--- config.mk ---
export PLATFORM = sky130hd
export DESIGN_NAME = pe_acc_param
export DESIGN_NICKNAME = d
export VERILOG_FILES = /design/src/rtl/pe_acc_param.sv
export SDC_FILE = /design/constraint.sdc
export NUM_CORES = 1
export LEC_CHECK = 0
export ABC_AREA = 1
export ABC_CLOCK_PERIOD_IN_PS = 9900
export BUFFER_PORTS_ARGS = -buffer_cell sky130_fd_sc_hd__buf_4
export CORE_ASPECT_RATIO = 1.75
export CORE_MARGIN = 2
export CORE_UTILIZATION = 40
export CTS_BUF_LIST = sky130_fd_sc_hd__clkbuf_4 sky130_fd_sc_hd__clkbuf_8
export DETAILED_ROUTE_END_ITERATION = 16
export GPL_ROUTABILITY_DRIVEN = 1
export GPL_TIMING_DRIVEN = 0
export PLACE_DENSITY = 0.69
export REMOVE_ABC_BUFFERS = 1
export SLEW_MARGIN = 20
export SYNTH_ARGS = -nofsm -noshare
export SYNTH_HDL_FRONTEND = slang
export SYNTH_SLANG_ARGS = --single-unit
--- constraint.sdc ---
create_clock -name clk -period 9.9 [get_ports clk]
set_clock_uncertainty 0.15 [all_clocks]
set_input_delay 1.485 -clock clk [delete_from_list [all_inputs] [get_ports clk]]
set_output_delay 1.485 -clock clk [all_outputs]
set_load 0.1 [all_outputs]
--- src/rtl/pe_acc_param.sv ---
// Systolic processing element: forwards A/B east/south and accumulates
// K signed products per result, with optional saturation and overflow flag.
module pe_acc_param #(
    parameter int DW  = 8,
    parameter int AW  = 32,
    parameter int K   = 4,
    parameter int SAT = 0
) (
    input  logic                 clk,
    input  logic                 reset,
    input  logic                 valid_in,
    input  logic signed [DW-1:0] a_in,
    input  logic signed [DW-1:0] b_in,
    input  logic                 flush,
    output logic signed [DW-1:0] a_out,
    output logic signed [DW-1:0] b_out,
    output logic                 valid_fwd,
    output logic signed [AW-1:0] y_out,
    output logic                 y_valid,
    output logic                 overflow,
    output logic                 busy
);

    localparam int PW = 2 * DW;
    localparam int CW = $clog2(K + 1);
    localparam logic [CW-1:0] LAST = CW'(K - 1);
    localparam logic signed [AW-1:0] MAXV = {1'b0, {(AW-1){1'b1}}};
    localparam logic signed [AW-1:0] MINV = {1'b1, {(AW-1){1'b0}}};

    generate
        if ((AW < 2 * DW) || (K < 1)) begin : g_bad_params
            $error("pe_acc_param: need AW >= 2*DW and K >= 1");
        end
    endgenerate

    typedef enum logic {IDLE, ACCUM} state_t;

    state_t                r_state;
    state_t                w_state_nxt;
    logic [CW-1:0]         r_cnt;
    logic [CW-1:0]         w_cnt_nxt;
    logic signed [AW-1:0]  r_acc;
    logic signed [AW-1:0]  w_acc_nxt;
    logic                  r_ovf_acc;
    logic                  w_ovf_acc_nxt;
    logic signed [PW-1:0]  w_prod;
    logic signed [AW-1:0]  w_prod_x;
    logic signed [AW-1:0]  w_base;
    logic signed [AW-1:0]  w_sum;
    logic signed [AW-1:0]  w_sum_fix;
    logic                  w_add_ovf;
    logic                  w_done;

    assign w_prod   = PW'(a_in) * PW'(b_in);
    assign w_prod_x = AW'(w_prod);
    assign w_base   = (r_state == ACCUM) ? r_acc : '0;
    assign w_sum    = w_base + w_prod_x;

    // Overflow only possible when both addends share a sign.
    assign w_add_ovf = (w_base[AW-1] == w_prod_x[AW-1]) &&
                       (w_sum[AW-1] != w_base[AW-1]);

    always_comb begin
        w_sum_fix = w_sum;
        if ((SAT != 0) && w_add_ovf) begin
            w_sum_fix = w_base[AW-1] ? MINV : MAXV;
        end
    end

    assign w_done = valid_in && !flush && (r_cnt == LAST);
    assign busy   = (r_state == ACCUM);

    always_comb begin
        w_state_nxt   = r_state;
        w_cnt_nxt     = r_cnt;
        w_acc_nxt     = r_acc;
        w_ovf_acc_nxt = r_ovf_acc;
        if (flush || w_done) begin
            w_state_nxt   = IDLE;
            w_cnt_nxt     = '0;
            w_acc_nxt     = '0;
            w_ovf_acc_nxt = 1'b0;
        end else if (valid_in) begin
            w_state_nxt   = ACCUM;
            w_cnt_nxt     = r_cnt + CW'(1);
            w_acc_nxt     = w_sum_fix;
            w_ovf_acc_nxt = r_ovf_acc | w_add_ovf;
        end
    end

    always_ff @(posedge clk or negedge reset) begin
        if (!reset) begin
            r_state   <= IDLE;
            r_cnt     <= '0;
            r_acc     <= '0;
            r_ovf_acc <= 1'b0;
        end else begin
            r_state   <= w_state_nxt;
            r_cnt     <= w_cnt_nxt;
            r_acc     <= w_acc_nxt;
            r_ovf_acc <= w_ovf_acc_nxt;
        end
    end

    always_ff @(posedge clk or negedge reset) begin
        if (!reset) begin
            a_out     <= '0;
            b_out     <= '0;
            valid_fwd <= 1'b0;
            y_out     <= '0;
            y_valid   <= 1'b0;
            overflow  <= 1'b0;
        end else begin
            a_out     <= a_in;
            b_out     <= b_in;
            valid_fwd <= valid_in;
            y_valid   <= w_done;
            if (w_done) begin
                y_out    <= w_sum_fix;
                overflow <= r_ovf_acc | w_add_ovf;
            end
        end
    end

endmodule

Word level (Yosys, flattened, before mapping)
Index checks and enable logic that the tools add are counted.
{"block": "word_totals", "elab_cells": 32, "reg_bits": 88, "out_inout_bits": 52, "inputBits": 20}
{"block": "op_classes", "n_reduce_logical": 6, "n_mux": 9, "multipliers": 1, "n_eq_ne": 3, "bitwise_logic": 1, "add_sub_neg": 2}
{"cell": "32-bit two-way mux", "count": 3}
{"cell": "32-bit by 16-bit adder with 32-bit output", "count": 1}
{"cell": "8-bit by 8-bit multiplier with 16-bit output", "count": 1}
{"cell": "3-bit two-way mux", "count": 2}
{"cell": "1-bit two-way mux", "count": 4}
{"cell": "3-bit by 1-bit adder with 3-bit output (second input constant)", "count": 1}
{"cell": "3-bit by 2-bit equality test with 1-bit output (second input constant)", "count": 1}
{"cell": "1-bit logical AND", "count": 3}
{"cell": "2-bit nonzero test", "count": 1}
{"cell": "1-bit equality test", "count": 1}
{"cell": "1-bit logical NOT", "count": 1}
{"cell": "1-bit logical OR", "count": 1}
{"cell": "1-bit inequality test", "count": 1}
{"cell": "1-bit OR", "count": 1}

Logic depth before layout (Yosys ltp)
Gate-level depths: netlist of the first run.
{"block": "depth", "word_depth": 7, "depth_mapped": 35}

Least setup slack after synthesis of the first run
Ideal clock, no wire load.
{"block": "synth_timing", "path_kind": "in2reg", "startpoint": "in a_in[0]", "endpoint": "reg y_out[23]", "slack_ps": 2790, "n_path_buf": 1, "setup_time_ps": 135, "cell_stages": 31, "arrival_ps": 6825, "t_required_ps": 9615, "cell_sequence": "clkbuf_1 or2_2 fa_1 fa_1 inv_1 fa_1 inv_1 fa_1 inv_1 ha_1 a21oi_1 inv_1 a31oi_1 o21ai_0 nand3_1 nand2_1 nand2_1 a21oi_1 nor2_1 xnor2_1 ha_1 a21oi_1 inv_1 a31oi_1 nand3_1 nand3_1 nand3_1 nand2_1 nand2_1 xor2_1 o21ai_0"}
{"block": "synth_via", "elab_chain_cells": 2}
{"item": "from (decl)", "line": "12", "text": "input logic signed [DW-1:0] a_in,"}
{"item": "8-bit by 8-bit multiplier with 16-bit output", "line": "54", "text": "assign w_prod = PW'(a_in) * PW'(b_in);"}
{"item": "32-bit by 16-bit adder with 32-bit output", "line": "57", "text": "assign w_sum = w_base + w_prod_x;"}
{"item": "to (signal assigned)", "line": "119", "text": "y_out <= w_sum_fix;"}
{"item": "to (decl)", "line": "18", "text": "output logic signed [AW-1:0] y_out,"}
No other way between the ends.
A chain may end at the register's enable or synchronous reset.

Worst setup path after layout of the first run
{"block": "layout_timing", "startpoint": "in b_in[7]", "endpoint": "reg r_acc[23]"}
{"block": "layout_via", "elab_chain_cells": 4}
{"item": "from (decl)", "line": "13", "text": "input logic signed [DW-1:0] b_in,"}
{"item": "8-bit by 8-bit multiplier with 16-bit output", "line": "54"}
{"item": "32-bit by 16-bit adder with 32-bit output", "line": "57"}
{"item": "32-bit two-way mux", "line": "83", "text": "end else if (valid_in) begin"}
{"item": "32-bit two-way mux", "line": "78", "text": "if (flush || w_done) begin"}
{"item": "to (signal assigned)", "line": "100", "text": "r_acc <= w_acc_nxt;"}
{"item": "to (decl)", "line": "42", "text": "logic signed [AW-1:0] r_acc;"}
No other way between the ends. The select of a mux whose other input is x is not followed.

==> results of run 1 <==
[cell type report]
| cell class | instances | area (µm²) | area share |
|---|---|---|---|
| sequential | 88 | 2200 | 0.246 |
| clock buffer | 9 | 124 | 0.0138 |
| inverter | 231 | 867 | 0.0968 |
| clock inverter | 7 | 90.1 | 0.0101 |
| timing repair buffer | 73 | 592 | 0.0660 |
| tap | 245 | 307 | 0.0342 |
| multi-input combinational | 720 | 4780 | 0.533 |
[how the worst max path moves through the flow]
stage	endpoint	from	slack, ns
floorplan	y_out[23]$_DFFE_PN0P_	b_in[7]	2.84
global placement	y_out[23]$_DFFE_PN0P_	b_in[7]	1.86
detailed placement	r_acc[23]$_DFFE_PN0P_	b_in[7]	1.93
CTS	r_acc[23]$_DFFE_PN0P_	b_in[7]	2.33
global route	r_acc[23]$_DFFE_PN0P_	b_in[7]	1.95
finish	r_acc[23]$_DFFE_PN0P_	b_in[7]	2.28
[state kept, by name (all words and copies together) (netlist names), 3 cells and up]
signal	count
r_acc	32
y_out	32
a_out	8
b_out	8
r_cnt	3
[logic make-up after synthesis]
group | after synthesis | share of synthesized area
AO/OA/AOI/OAI | 101 | 0.0705
buffers and inverters | 262 | 0.126
flip-flops | 88 | 0.276
AND/OR/NAND/NOR | 479 | 0.271
adder cells (fa/ha/maj) | 107 | 0.221
XOR/XNOR | 33 | 0.0363
[routing by layer]
metal	global-route usage	wire, µm	share of wire	vias to the layer above
met2	0.386	10900	0.57	112
met3	0.0216	430	0.023	46
met4	0.0880	688	0.036	0
li1	-	-	-	3329
met1	0.190	6990	0.37	3141
met5	0	0	0	-
[synthesized netlist by cell type (8+ instances only)]
cell / instances / area, µm²
a21oi_1: 27 / 135
clkbuf_1: 26 / 97.6
dfrtp_1: 88 / 2200
fa_1: 56 / 1120
ha_1: 51 / 638
inv_1: 218 / 818
inv_2: 12 / 45.0
nand2_1: 323 / 1210
nand2_2: 9 / 56.3
nand2_4: 8 / 90.1
nand3_1: 57 / 285
nand3_2: 8 / 80.1
nor2_1: 45 / 169
nor2_2: 8 / 50.1
o21ai_0: 49 / 245
o21ai_1: 8 / 40.0
xnor2_1: 13 / 114
xor2_1: 20 / 175
[cells in the final DEF (no fill, tap or decap), drive strengths merged, types with 9 or more instances in the layout]
master    n
nand2   342
inv     232
dfrtp    88
buf      73
nand3    67
o21ai    58
nor2     58
fa       56
ha       51
a21oi    31
xor2     20
xnor2    13
clkbuf    9
[worst register-to-register path: stages (launching register included)]
cell and delay, ns:
dfrtp_1 0.41, ha_1 0.20, ha_1 0.21, nand3_2 0.41
buf_16 0.23, inv_1 0.27, nor2_1 0.18, inv_1 0.11
nor2_1 0.80, inv_1 0.66, o21ai_0 0.34
[through the flow]
stage | hold slack (ns) | util
finish | 0.340 | 0.456
global route | 0.361 | 0.456
global placement | 0.312 | 0.441
CTS | 0.341 | 0.456
floorplan | 0.299 | -
detailed placement | 0.315 | 0.445
==> flow_metrics.py, run 1 <==
metrics = {
    "setup_path": {
        "r2r_slack_ns": 5.86,
        "cp_num_cells": 32,
        "crit_slowest_cell": "fa_1",
        "required_ns": 9.99,
        "start_kind": "input pin",
        "r2r-end": "r_cnt[2]$_DFFE_PN0P_",
        "crit_top_cell": "inv_1",
        "critical_path_buf_inv_count": 7,
        "path_class": "in -> reg",
        "r2r_start": "r_cnt[0]$_DFFE_PN0P_",
        "setup.worst_path.end_class": "flip-flop",
        "worstPathArrival_ns": 7.71,
        "cpPeakStageDelay_ns": 0.55,
        "crit_family": "adder cells",
        "r2r_cells": 10,
        "path_max_fanout": 8,
    },
    "cells_and_area": {
        "final_cells": 1373,
        "num_antenna_cells": 0,
        "drive_gt1_frac": 0.135,
        "nNetsFinal": 1250,
        "nFillCells": 1972,
        "syn_to_final_growth_pct": 12.5,
        "finalInstanceArea_um2": 8960,
    },
    "synthesis": {
        "syn_avg_cell_area_um2": 7.45,
        "synth_edf_count": 0,
        "synth_warnings": 0,
        "synthArstFlopShare": 1.00,
        "synthCells": 1070,
        "ys_seq_area_frac": 0.276,
        "syn_area_um2": 7970,
        "yosys_most_used_dff": "dfrtp_1",
        "synth_cell_types": 39,
        "synth-seq-cells": 88,
    },
    "placed_design": {
        "dpl.hpwl_um": 15200,
        "portBuffers": 71,
        "gp_congestion": 0.913,
        "pre_cts_ws_ns": 1.93,
        "dp_cells": 1357,
        "dpl_cell_area_um2": 8750,
    },
    "route": {
        "drtIter0Drc": 286,
        "detail_route.wl_per_cell_um": 13.9,
        "drcViolationCount": 0,
        "routed-via-count": 6628,
        "ant_nets": 0,
        "drt_wl_total_um": 19100,
        "drt-pass1-iter-count": 6,
        "vias_per_cell": 4.83,
    },
    "floorplanning": {
        "die_h_um": 191,
        "placementRows": 68,
        "coreArea_um2": 19700,
        "dieArea_um2": 21100,
        "die_w_um": 111,
        "start_util": 0.405,
        "io_pins": 72,
    },
    "worst_hold_path": {
        "hp-class": "reg -> reg",
        "hold_depth": 2,
        "holdCritStartpoint": "r_acc[28]$_DFFE_PN0P_",
        "whs_endpoint": "r_acc[28]$_DFFE_PN0P_",
    },
    "timing": {
        "period_share": 0.770,
        "fmax_mhz": 131,
        "rsz0062_at_grt": "no",
        "setup_tns_ns": 0,
        "layout_setup_ws_ns": 2.28,
        "slew_headroom": 0.301,
        "slew_violations": 0,
        "setup_viol": 0,
        "fin_crit_ns": 7.62,
        "tightest_slew_ns": 1.05,
        "hold_viol": 0,
    },
    "grt": {
        "grt_first_pass_wirelength_um": 32700,
        "antenna_found_initial": 0,
        "grt_max_degree": 89,
        "grt_pass1_vias": 7009,
        "globalRouteTotalUtil": 0.191,
        "overflow": 0,
    },
    "clocking": {
        "insertion_delay_ns": 0.38,
        "cts_buffers": 9,
        "cts_root_buf": "clkbuf_8",
        "htree_levels": 3,
        "clkTransAtPathRegs_ns": 0.10,
        "cts_hold_buf": 0,
        "ctsResizeCount": 0,
        "postCtsSetupRepairBufs": 0,
        "cts_tree": "yes",
        "cts.sinks": 88,
        "cts_buffer_depth": 2,
    },
    "outcome": {
        "status": "finished clean",
    },
    "run": {
        "maxCapViolations": 0,
    },
}
Power of run 1 is left out: the tool's default activity adds up to more than one toggle a clock period on the data nets, which glitch-free logic cannot reach.
==> inputs of run 2 (changes only) <==
--- a/config.mk
+++ b/config.mk
@@ -6,7 +6,7 @@
 export NUM_CORES = 1
 export LEC_CHECK = 0
 export ABC_AREA = 1
-export ABC_CLOCK_PERIOD_IN_PS = 9900
+export ABC_CLOCK_PERIOD_IN_PS = 7200
 export BUFFER_PORTS_ARGS = -buffer_cell sky130_fd_sc_hd__buf_4
 export CORE_ASPECT_RATIO = 1.75
 export CORE_MARGIN = 2
==> constraint.sdc (replaced) <==
create_clock -name clk -period 7.2 [get_ports clk]
set_clock_uncertainty 0.15 [all_clocks]
set_input_delay 1.08 -clock clk [delete_from_list [all_inputs] [get_ports clk]]
set_output_delay 1.08 -clock clk [all_outputs]
set_load 0.1 [all_outputs]
==> flow_metrics.py, run 2 (synthesized netlist as in run 1, its figures left out) <==
metrics = {
    "setup_path": {
        "path_max_fanout": 8,
        "setup.worst_path.end_class": "flip-flop",
        "endpoint": "r_acc[23]$_DFFE_PN0P_",
        "critical_path_buf_inv_count": 7,
        "cpPeakStageDelay_ns": 0.55,
        "r2r_cells": 10,
        "startpoint": "b_in[7]",
        "crit_slowest_cell": "fa_1",
        "r2r_start": "r_cnt[0]$_DFFE_PN0P_",
        "r2r_slack_ns": 3.13,
        "r2r-end": "r_cnt[2]$_DFFE_PN0P_",
        "crit_top_cell": "inv_1",
        "cp_num_cells": 32,
        "worstPathArrival_ns": 7.01,
        "required_ns": 7.29,
        "path_class": "in -> reg",
        "crit_family": "adder cells",
        "start_kind": "input pin",
    },
    "placed_design": {
        "gp_congestion": 0.913,
        "dpl_cell_area_um2": 8750,
        "dpl.hpwl_um": 15200,
        "portBuffers": 71,
        "dp_cells": 1357,
    },
    "cells_and_area": {
        "mostFrequentLayoutCell": "nand2_1",
        "drive_gt1_frac": 0.141,
        "num_antenna_cells": 0,
        "final_cell_mix": "nand2_1, inv_1, dfrtp_1",
        "final_cells": 1374,
        "syn_to_final_growth_pct": 13.0,
        "finalInstanceArea_um2": 9000,
        "nNetsFinal": 1251,
        "reg_top3": "r_acc (32), y_out (32)",
    },
    "clocking": {
        "htree_levels": 3,
        "clkTransAtPathRegs_ns": 0.10,
        "insertion_delay_ns": 0.38,
        "cts.sinks": 88,
        "cts_buffers": 9,
        "cts_root_buf": "clkbuf_8",
        "cts_tree": "yes",
        "cts_buffer_depth": 2,
    },
    "floorplanning": {
        "die_h_um": 191,
        "die_w_um": 111,
        "coreArea_um2": 19700,
        "start_util": 0.405,
        "dieArea_um2": 21100,
        "io_pins": 72,
        "placementRows": 68,
    },
    "route": {
        "ant_nets": 0,
        "routed-via-count": 6631,
        "drtIter0Drc": 296,
        "drt-pass1-iter-count": 6,
        "drt_wl_total_um": 19000,
        "detail_route.wl_per_cell_um": 13.9,
        "drcViolationCount": 0,
        "vias_per_cell": 4.83,
    },
    "grt": {
        "busiest_layer": "met2",
        "globalRouteTotalUtil": 0.191,
        "overflow": 0,
        "met3_usage": 0.0216,
        "met1_usage": 0.190,
        "grtUsageMet2": 0.386,
        "grt_max_degree": 89,
        "grt_first_pass_wirelength_um": 32700,
        "grt_pass1_vias": 7009,
        "antenna_found_initial": 0,
    },
    "run": {
        "maxCapViolations": 0,
    },
    "timing": {
        "hold_viol": 0,
        "slew_violations": 0,
        "hold_slack_ns": 0.337,
        "fmax_mhz": 145,
        "fin_crit_ns": 6.92,
        "period_share": 0.961,
        "setup_viol": 0,
        "tightest_slew_ns": 1.07,
        "setup_tns_ns": 0,
        "slew_headroom": 0.282,
    },
    "outcome": {
        "status": "finished clean",
    },
    "worst_hold_path": {
        "hp-class": "reg -> reg",
    },
}
## run 2: changes by cell type in the layout (fill, tap and decap cells not counted)
cell     delta
a31oi_1     -2
a31oi_2     +2
xor2_1      -2
xor2_2      +2
buf_4       +1
ha_1        -1
ha_2        +1
nand3_1     -1
nand3_2     +1
o21ai_0     -1
o21ai_1     +1
## run 2: timing repair
action,4_1_cts,5_1_grt
endpoints found under the setup margin,0,15
gates resized for setup,0,7
setup buffers,0,1
hold buffers,0,0
## run 2: worst min-delay path by stage
stage	slack, ns	from	endpoint	cells after the start
floorplan	0.30	r_acc[31]$_DFFE_PN0P_	r_acc[31]$_DFFE_PN0P_	2
global placement	0.31	r_acc[24]$_DFFE_PN0P_	r_acc[24]$_DFFE_PN0P_	2
detailed placement	0.31	r_acc[24]$_DFFE_PN0P_	r_acc[24]$_DFFE_PN0P_	2
CTS	0.34	r_acc[28]$_DFFE_PN0P_	r_acc[28]$_DFFE_PN0P_	2
global route	0.36	y_out[15]$_DFFE_PN0P_	y_out[15]$_DFFE_PN0P_	2
finish	0.34	r_acc[29]$_DFFE_PN0P_	r_acc[29]$_DFFE_PN0P_	2
## run 2: layer usage
layer,vias up,share of wire
met4,0,0.036
met3,47,0.024
met2,122,0.58
li1,3335,-
met1,3127,0.36
met5,-,0
## run 2: worst min-delay path, cell delays in order, from the launching register on
cell and delay (ns):
dfrtp_1 0.35, nand2_1 0.05, nand2_1 0.05
## run 2: layout make-up
type / count / area (µm²)
sequential: 88 / 2200
fill: 1965 / 10700
tap: 245 / 307
clock buffer: 9 / 124
multi-input combinational: 720 / 4810
timing repair buffer: 74 / 599
inverter: 231 / 867
clock inverter: 7 / 90.1
## run 2: metrics by stage
| step | util | setup WS (ns) |
|---|---|---|
| after floorplan | - | 0.550 |
| after global placement | 0.441 | -0.432 |
| after detailed placement | 0.445 | -0.360 |
| after CTS | 0.456 | 0.0331 |
| after global routing | 0.458 | -0.0126 |
| final | 0.458 | 0.283 |
Power of run 2 is left out for the same reason.
==> inputs of run 3 (changes only) <==
==> constraint.sdc (replaced) <==
create_clock -name clk -period 7.2 [get_ports clk]
set_clock_uncertainty 0.15 [all_clocks]
set_input_delay 1.44 -clock clk [delete_from_list [all_inputs] [get_ports clk]]
set_output_delay 1.44 -clock clk [all_outputs]
set_load 0.1 [all_outputs]
==> flow_metrics.py, run 3 (synthesized netlist as in run 1, its figures left out) <==
metrics = {
    "outcome": {
        "status": "finished clean",
    },
    "timing": {
        "tightest_slew_ns": 1.05,
        "period_share": 0.976,
        "setup_viol": 0,
        "rsz0062_at_grt": "yes",
        "slew_violations": 0,
        "fmax_mhz": 142,
        "slew_headroom": 0.298,
        "fin_crit_ns": 7.03,
        "hold_viol": 0,
    },
    "route": {
        "drt_wl_total_um": 19200,
        "routed-via-count": 6698,
        "drcViolationCount": 0,
        "drt-pass1-iter-count": 6,
        "drtIter0Drc": 283,
        "vias_per_cell": 4.86,
        "detail_route.wl_per_cell_um": 13.9,
        "ant_nets": 0,
    },
    "clocking": {
        "cts_tree": "yes",
        "htree_levels": 3,
        "clkTransAtPathRegs_ns": 0.10,
        "cts_buffers": 9,
        "cts_root_buf": "clkbuf_8",
        "cts_buffer_depth": 2,
        "insertion_delay_ns": 0.38,
        "cts.sinks": 88,
    },
    "cells_and_area": {
        "nFillCells": 1957,
        "nNetsFinal": 1256,
        "final_cell_mix": "nand2_1, inv_1, dfrtp_1",
        "mostFrequentLayoutCell": "nand2_1",
        "num_antenna_cells": 0,
        "syn_to_final_growth_pct": 14.4,
        "finalCoreUtilization": 0.464,
        "drive_gt1_frac": 0.154,
        "reg_top3": "r_acc (32), y_out (32)",
    },
    "placed_design": {
        "dpl.hpwl_um": 15200,
        "gp_congestion": 0.913,
        "portBuffers": 71,
    },
    "setup_path": {
        "required_ns": 7.29,
        "worstPathArrival_ns": 7.12,
        "crit_slowest_cell": "fa_1",
        "path_class": "in -> reg",
        "setup.worst_path.end_class": "flip-flop",
        "r2r_cells": 10,
        "crit_top_cell": "inv_1",
        "start_kind": "input pin",
        "path_max_fanout": 5,
        "cpPeakStageDelay_ns": 0.55,
    },
    "floorplanning": {
        "start_util": 0.405,
        "io_pins": 72,
        "dieArea_um2": 21100,
        "die_w_um": 111,
        "coreArea_um2": 19700,
        "placementRows": 68,
        "die_h_um": 191,
    },
    "grt": {
        "overflow": 0,
        "globalRouteTotalUtil": 0.192,
        "grt_first_pass_wirelength_um": 32900,
        "grt_pass1_vias": 7078,
        "grt_max_degree": 89,
        "antenna_found_initial": 0,
    },
    "run": {
        "maxCapViolations": 0,
    },
    "worst_hold_path": {
        "hp-class": "reg -> reg",
        "hold_depth": 2,
    },
}
==> run 3: changes by cell type in the layout (fill, tap and decap cells not counted), sizes merged <==
cell,previous run,this run
clkinvlp,2,3
inv,232,231
buf,74,79
==> run 3: per-stage QoR <==
step | setup WS (ns) | std cells | area (µm²) | hold slack [ns] | TNS [ns]
3_5_place_dp | -0.720 | 1357 | 8750 | 0.315 | -12.16
3_3_place_gp | -0.792 | 1355 | 8670 | 0.312 | -13.13
5_1_grt | -0.0855 | 1379 | 9120 | 0.361 | -0.514
6_report | 0.171 | 1379 | 9120 | 0.340 | 0
4_1_cts | 0.0261 | 1375 | 9020 | 0.341 | 0
2_1_floorplan | 0.190 | 1039 | 7840 | 0.299 | 0
==> run 3: final cells by class <==
class	count	area, µm²	area share
Timing Repair Buffer	79	637	0.0699
Sequential cell	88	2200	0.242
Multi-Input combinational cell	720	4890	0.536
Clock buffer	9	124	0.0136
Inverter	231	871	0.0955
Clock inverter	7	90.1	0.00988
Tap cell	245	307	0.0336
==> run 3: worst paths after layout <==
kind	start	end	slack (ns)
setup reg to reg	r_cnt[0]$_DFFE_PN0P_	r_acc[6]$_DFFE_PN0P_	3.18
min in group asynchronous	reset	a_out[0]$_DFF_PN0_	0.97
max in group asynchronous	reset	busy$_DFFE_PN0P_	5.35
setup / recovery	b_in[7]	r_acc[23]$_DFFE_PN0P_	0.17
hold / removal	r_acc[30]$_DFFE_PN0P_	r_acc[30]$_DFFE_PN0P_	0.34
hold reg to reg	r_acc[30]$_DFFE_PN0P_	r_acc[30]$_DFFE_PN0P_	0.34
==> run 3: repair_timing <==
| item | CTS | global route |
|---|---|---|
| endpoints found under the setup margin | 8 | 30 |
| setup buffers | 2 | 4 |
| hold buffers | 0 | 0 |
| pin swaps | 2 | 6 |
| resized for setup | 7 | 15 |
==> run 3: critical path, delay by kind of cell <==
family	cells	cell delay [ns]
xor gates and xnor gates	2	0.41
buffers and inverters	7	0.58
adders and majority gates	6	2.67
AOI/OAI and AO/OA	7	0.94
and+or+nand+nor	10	1.10
==> run 3: metal layers <==
metal	GRT usage	wire [µm]
met1	0.188	6850
met2	0.393	11200
met3	0.0216	432
met4	0.0880	700
met5	0	0
Power of run 3 is left out for the same reason.
